$ cat src/rtl/streebog_hash_sequencer.sv
// Front-end controller for a Streebog (GOST R 34.11-2012) core: packs message words into
// 512-bit blocks, applies the padding rule and sequences init/update/final pulses.
module streebog_hash_sequencer #(
  parameter int WORD_W = 32
) (
  input  logic                        clock,
  input  logic                        reset_n,
  input  logic                        start,
  input  logic                        short_mode,
  output logic                        busy,
  input  logic [WORD_W-1:0]           din,
  input  logic [$clog2(WORD_W/8):0]   din_bytes,
  input  logic                        din_last,
  input  logic                        din_valid,
  output logic                        din_ready,
  output logic [511:0]                core_block,
  output logic [9:0]                  core_block_length,
  output logic                        core_init,
  output logic                        core_update,
  output logic                        core_final,
  output logic                        core_short_mode,
  input  logic                        core_ready,
  input  logic [511:0]                core_digest,
  input  logic                        core_digest_valid,
  output logic [511:0]                digest,
  output logic                        digest_valid
);

  localparam int WPB = 512 / WORD_W;
  localparam int BPW = WORD_W / 8;
  localparam int IW  = $clog2(WPB) + 1;

  typedef enum logic [2:0] {
    IDLE, INIT, FILL, UPD, UWAIT, PADBLK, FIN, FWAIT
  } state_t;

  state_t          state_q, state_d;
  logic [511:0]    block_q;
  logic [9:0]      len_q;
  logic [IW-1:0]   idx_q;
  logic            more_q;
  logic            pad_q;
  logic            short_q;
  logic [511:0]    digest_q;
  logic            dvalid_q;

  logic [WORD_W-1:0] word_masked;
  logic [10:0]       fill_len;
  logic [511:0]      fill_block;
  logic              block_full;

  // State register
  always_ff @(posedge clock) begin
    if (!reset_n) state_q <= IDLE;
    else          state_q <= state_d;
  end

  // Next-state logic
  always_comb begin
    state_d = state_q;
    case (state_q)
      IDLE:   if (start) state_d = INIT;
      INIT:   if (core_ready) state_d = FILL;
      FILL:   if (din_valid && (din_last || block_full)) state_d = UPD;
      UPD:    if (core_ready) state_d = UWAIT;
      UWAIT:  if (core_ready) state_d = more_q ? FILL : (pad_q ? PADBLK : FIN);
      PADBLK: state_d = UPD;
      FIN:    if (core_ready) state_d = FWAIT;
      FWAIT:  if (core_ready && core_digest_valid) state_d = IDLE;
      default: state_d = IDLE;
    endcase
  end

  // Pulses are gated by core_ready so the core is never poked while busy or unreset
  always_comb begin
    busy        = (state_q != IDLE);
    din_ready   = (state_q == FILL);
    core_init   = (state_q == INIT) && core_ready;
    core_update = (state_q == UPD)  && core_ready;
    core_final  = (state_q == FIN)  && core_ready;
  end

  // Incoming word merged into the block, with the padding bit placed right after the data
  always_comb begin
    word_masked = din;
    if (din_last) begin
      for (int k = 0; k < BPW; k++) begin
        if (k >= int'(din_bytes)) word_masked[8*k +: 8] = '0;
      end
    end
    fill_len   = 11'(idx_q) * 11'(WORD_W) + 11'(din_bytes) * 11'd8;
    block_full = (idx_q == IW'(WPB - 1));
    fill_block = block_q;
    fill_block[int'(idx_q)*WORD_W +: WORD_W] = word_masked;
    if (din_last && (fill_len < 11'd512)) fill_block[fill_len[8:0]] = 1'b1;
  end

  always_ff @(posedge clock) begin
    if (!reset_n) begin
      block_q  <= '0;
      len_q    <= '0;
      idx_q    <= '0;
      more_q   <= 1'b0;
      pad_q    <= 1'b0;
      short_q  <= 1'b0;
      digest_q <= '0;
      dvalid_q <= 1'b0;
    end else begin
      case (state_q)
        IDLE: if (start) begin
          short_q  <= short_mode;
          dvalid_q <= 1'b0;
          block_q  <= '0;
          idx_q    <= '0;
          more_q   <= 1'b0;
          pad_q    <= 1'b0;
        end
        FILL: if (din_valid) begin
          block_q <= fill_block;
          idx_q   <= idx_q + 1'b1;
          if (din_last) begin
            len_q  <= fill_len[9:0];
            more_q <= 1'b0;
            pad_q  <= (fill_len == 11'd512);
          end else if (block_full) begin
            len_q  <= 10'd512;
            more_q <= 1'b1;
            pad_q  <= 1'b0;
          end
        end
        UWAIT: if (core_ready) begin
          block_q <= '0;
          idx_q   <= '0;
        end
        PADBLK: begin
          block_q <= 512'h1;
          len_q   <= '0;
          pad_q   <= 1'b0;
        end
        FWAIT: if (core_ready && core_digest_valid) begin
          digest_q <= short_q ? {core_digest[511:256], 256'b0} : core_digest;
          dvalid_q <= 1'b1;
        end
        default: ;
      endcase
    end
  end

  assign core_block        = block_q;
  assign core_block_length = len_q;
  assign core_short_mode   = short_q;
  assign digest            = digest_q;
  assign digest_valid      = dvalid_q;

endmodule

$ cat config.mk
export PLATFORM = sky130hd
export DESIGN_NAME = streebog_hash_sequencer
export DESIGN_NICKNAME = d
export VERILOG_FILES = /design/src/rtl/streebog_hash_sequencer.sv
export SDC_FILE = /design/constraint.sdc
export NUM_CORES = 2
export LEC_CHECK = 0
export CORE_AREA = 2 2 615 617
export CTS_BUF_LIST = sky130_fd_sc_hd__clkbuf_2 sky130_fd_sc_hd__clkbuf_4 sky130_fd_sc_hd__clkbuf_8
export DETAILED_ROUTE_END_ITERATION = 8
export DIE_AREA = 0 0 617 619
export PLACE_DENSITY_LB_ADDON = 0.08
export SKIP_CTS_REPAIR_TIMING = 1
export SYNTH_ARGS = -nofsm -noshare
export SYNTH_HDL_FRONTEND = slang
export SYNTH_SLANG_ARGS = --single-unit
$ cat constraint.sdc
create_clock -name clock -period 3.4 [get_ports clock]
set_input_delay 0.68 -clock clock [delete_from_list [all_inputs] [get_ports clock]]
set_output_delay 0.68 -clock clock [all_outputs]
set_load 0.05 [all_outputs]
==> results.txt <==
Reg2Reg Setup Slack: 0.32 ns
Vias post-DR: 40098
Worst Path Buf+Inv: 1
Clock transition at path regs: 0.06 ns
CP endpoint kind: output pin
Final hold violation count: 0
Post-route cell area: 0.0655 mm^2
Placement-stage cell area: 0.0606 mm^2
Hold Path Origin: core_digest[426]
Initial DRC count: 2728
Crit Reg-Reg Endpoint: core_block[3]
Chip width: 617 um
Pre-CTS setup slack: -0.0757 ns
Initial antenna violation count: 138
Layout cells sized above 1: 11.5%
Post-synth EDFFs: 0
Clock sinks: 1043
Global route overflow: 0
CP Launch Type: register
Max Clock Skew: 0.0738 ns
Drt pass-1 iters: 5
Status: finished, final reports clean
Sequential cell area fraction in the yosys report: 55.6%
Gpl congestion: 0.883
Largest net degree at the start of global routing: 136
Hpwl dp: 261000 um
Filler cells: 41834
Num CTS Buffers: 230
Final Cycle Share: 96.9%
Worst-path cell chain: clkdlybuf4s50_1
Vias in the first global route: 39541
Req. time, crit path: 2.72 ns
DRC viols: 0
Full die area: 0.382 mm^2
Setup slack after layout: 0.105 ns
I/O Pins: 1596
Tot Pwr: 33.4 mW
Clk buf depth: 4
LEAKAGE: 21.3 nW
Hold endpoint: digest[426]
CP max FO: 3
First-pass GRT wire length: 427000 um
Worst vdd ir: 0.000279 V
Path depth of the worst reg2reg path: 11
Yosys cell types: 73
Max-slew violations: 0
GRT Total Usage: 16.8%
H-tree depth: 4
Final min period: 3.29 ns
Power density of the placed cells: 510 mW/mm^2
Root Driver: clkbuf_8
Port buffer count: 1592
DRT antenna net count: 0
CTS tree: built
Die span in y: 619 um
Number of max-cap violations: 0
Sequential cell area: 0.0209 mm^2
Worst Max-Slew Pin Slew: 1.08 ns
Crit path largest cell delay: 0.93 ns
Top Family by Delay on Critical Path: buffers and inverters
Initial core utilization: 10.0%
RSZ-0062 raised after global routing: no
Rel. slew slack: 28.0%
Nets: 6371
Yosys reg bits: 1043
Worst hold path type: in2reg
Worst setup path class: reg2out
WL/cell: 30.6 um
Hold path depth: 3
Slowest cell on crit path: clkdlybuf4s50_1
Cells after Synth: 4140
Fin Setup TNS: 0 ns
R2R Path Start: idx_q[0]
Synth Area per Inst: 9.07 um^2
DR vias/cell: 3.65
Routed WL: 336000 um
Rows: 225
Final setup fails: 0
Clk Latency, worst-skew pair: 1.04 ns
CP arrival: 2.61 ns
Netlist Area Pre-Place: 0.0376 mm^2
Most common flop cell mapped by yosys: dfxtp_1
Total core area: 0.375 mm^2
Fmax: 304 MHz
Ys Warns: 0
Async S/R FF share, synth: 0%
Multi-input gate area: 0.0153 mm^2
Layout overhead on the synthesized area: 74.4%
[state kept, by name, indices dropped and copies added, names as in the netlist]
register           count
digest               512
core_short_mode        1
digest_valid           1
core_block_length      7
pad_q                  1
idx_q                  5
core_block           512
more_q                 1
state_q                3
[placed cells by master, fill, tap and decap left out, drive strengths merged, types with 6 or more instances in the layout]
cell type and count:
nand2 938, a32o 35, diode 32, clkbuf 358, o2bb2ai 132, dfxtp 1043
nand2b 12, nor4 12, nor2b 8, dlymetal6s2s 7, clkdlybuf4s50 1555, o22ai 86
and2 15, nand3b 267, clkinv 18, buf 254, o311ai 6, o21ai 40
nor3b 6, nand4 6, mux2i 7, a22o 179, a21oi 536, nor2 159
a32oi 61, nand3 64, nor3 17, ha 6, inv 14, a22oi 46
[power by group]
group          switching, mW  internal (mW)
registers             0.0938           12.3
logic                   3.74           1.90
clock network           6.90           8.50
total                   10.7           22.7
[through the flow]
step | instances | hold WS (ns) | util [%]
floorplan | 4142 | 0.444 | -
global placement | 10571 | 0.438 | 16.2
detailed placement | 10571 | 0.443 | 16.2
CTS | 10961 | -0.0932 | 17.5
global route | 10968 | 0.103 | 17.5
finish | 10994 | 0.198 | 17.5
[synth_stat cells (5+ instances only)]
master	count	area share, %
a32o_1	35	0.93
nor4_1	8	0.13
o311ai_0	6	0.14
clkbuf_1	316	3.2
buf_1	8	0.080
nand2b_1	12	0.20
ha_1	6	0.20
and2_1	12	0.20
nand3_1	63	0.84
nand3b_1	267	5.3
nor3_1	15	0.20
a22o_1	179	4.2
or3_1	5	0.083
o22ai_1	86	1.4
buf_4	5	0.10
dfxtp_1	1043	56
inv_1	6	0.060
o21ai_1	9	0.12
mux2i_1	7	0.19
a32oi_1	61	1.4
o2bb2ai_1	132	3.1
a21oi_1	535	7.1
nor3b_1	6	0.12
o21a_1	5	0.10
o21ai_0	31	0.41
nand2_1	938	9.4
a22oi_1	46	0.92
buf_2	46	0.61
nor2_1	158	1.6
nand4_1	6	0.10
nor2b_1	8	0.13
[kinds of logic after synthesis]
logic type	after synthesis	share of synthesized area (%)
and+or+nand+nor	1528	19.0
adders and majority gates	6	0.200
DFF	1043	55.6
AOI/OAI and AO/OA	1159	20.6
xor gates and xnor gates	7	0.183
other	1	0.00998
buffers and inverters	389	4.18
muxes	7	0.187
[worst max-delay path by stage]
stage	from	cells after the start	endpoint	slack, ns
floorplan	idx_q[1]	13	core_block[25]	0.24
global placement	din_bytes[2]	8	core_block[192]	-0.15
detailed placement	din_bytes[2]	8	core_block[192]	-0.08
CTS	digest[23]	1	digest[23]	-0.12
global route	digest[19]	1	digest[19]	0.003
finish	digest[294]	1	digest[294]	0.11
[area by class of cell]
type / instances / share of cell area [%]
repair buffers: 1817 / 27.8
flip-flops and latches: 1043 / 31.9
well taps: 4994 / 9.54
clock buffers: 358 / 6.66
inverters: 8 / 0.0573
clock inverters: 32 / 0.617
diodes: 32 / 0.122
multi-input cells: 2710 / 23.3
[layer usage]
layer / global-route usage, % / up-vias / wire (um)
met2: 27.2 / 1699 / 154000
met5: 0 / - / 172
met1: 20.5 / 19804 / 142000
met4: 4.74 / 28 / 10400
li1: - / 18029 / -
met3: 6.40 / 538 / 30100
Power figures use the tool's default switching activity.
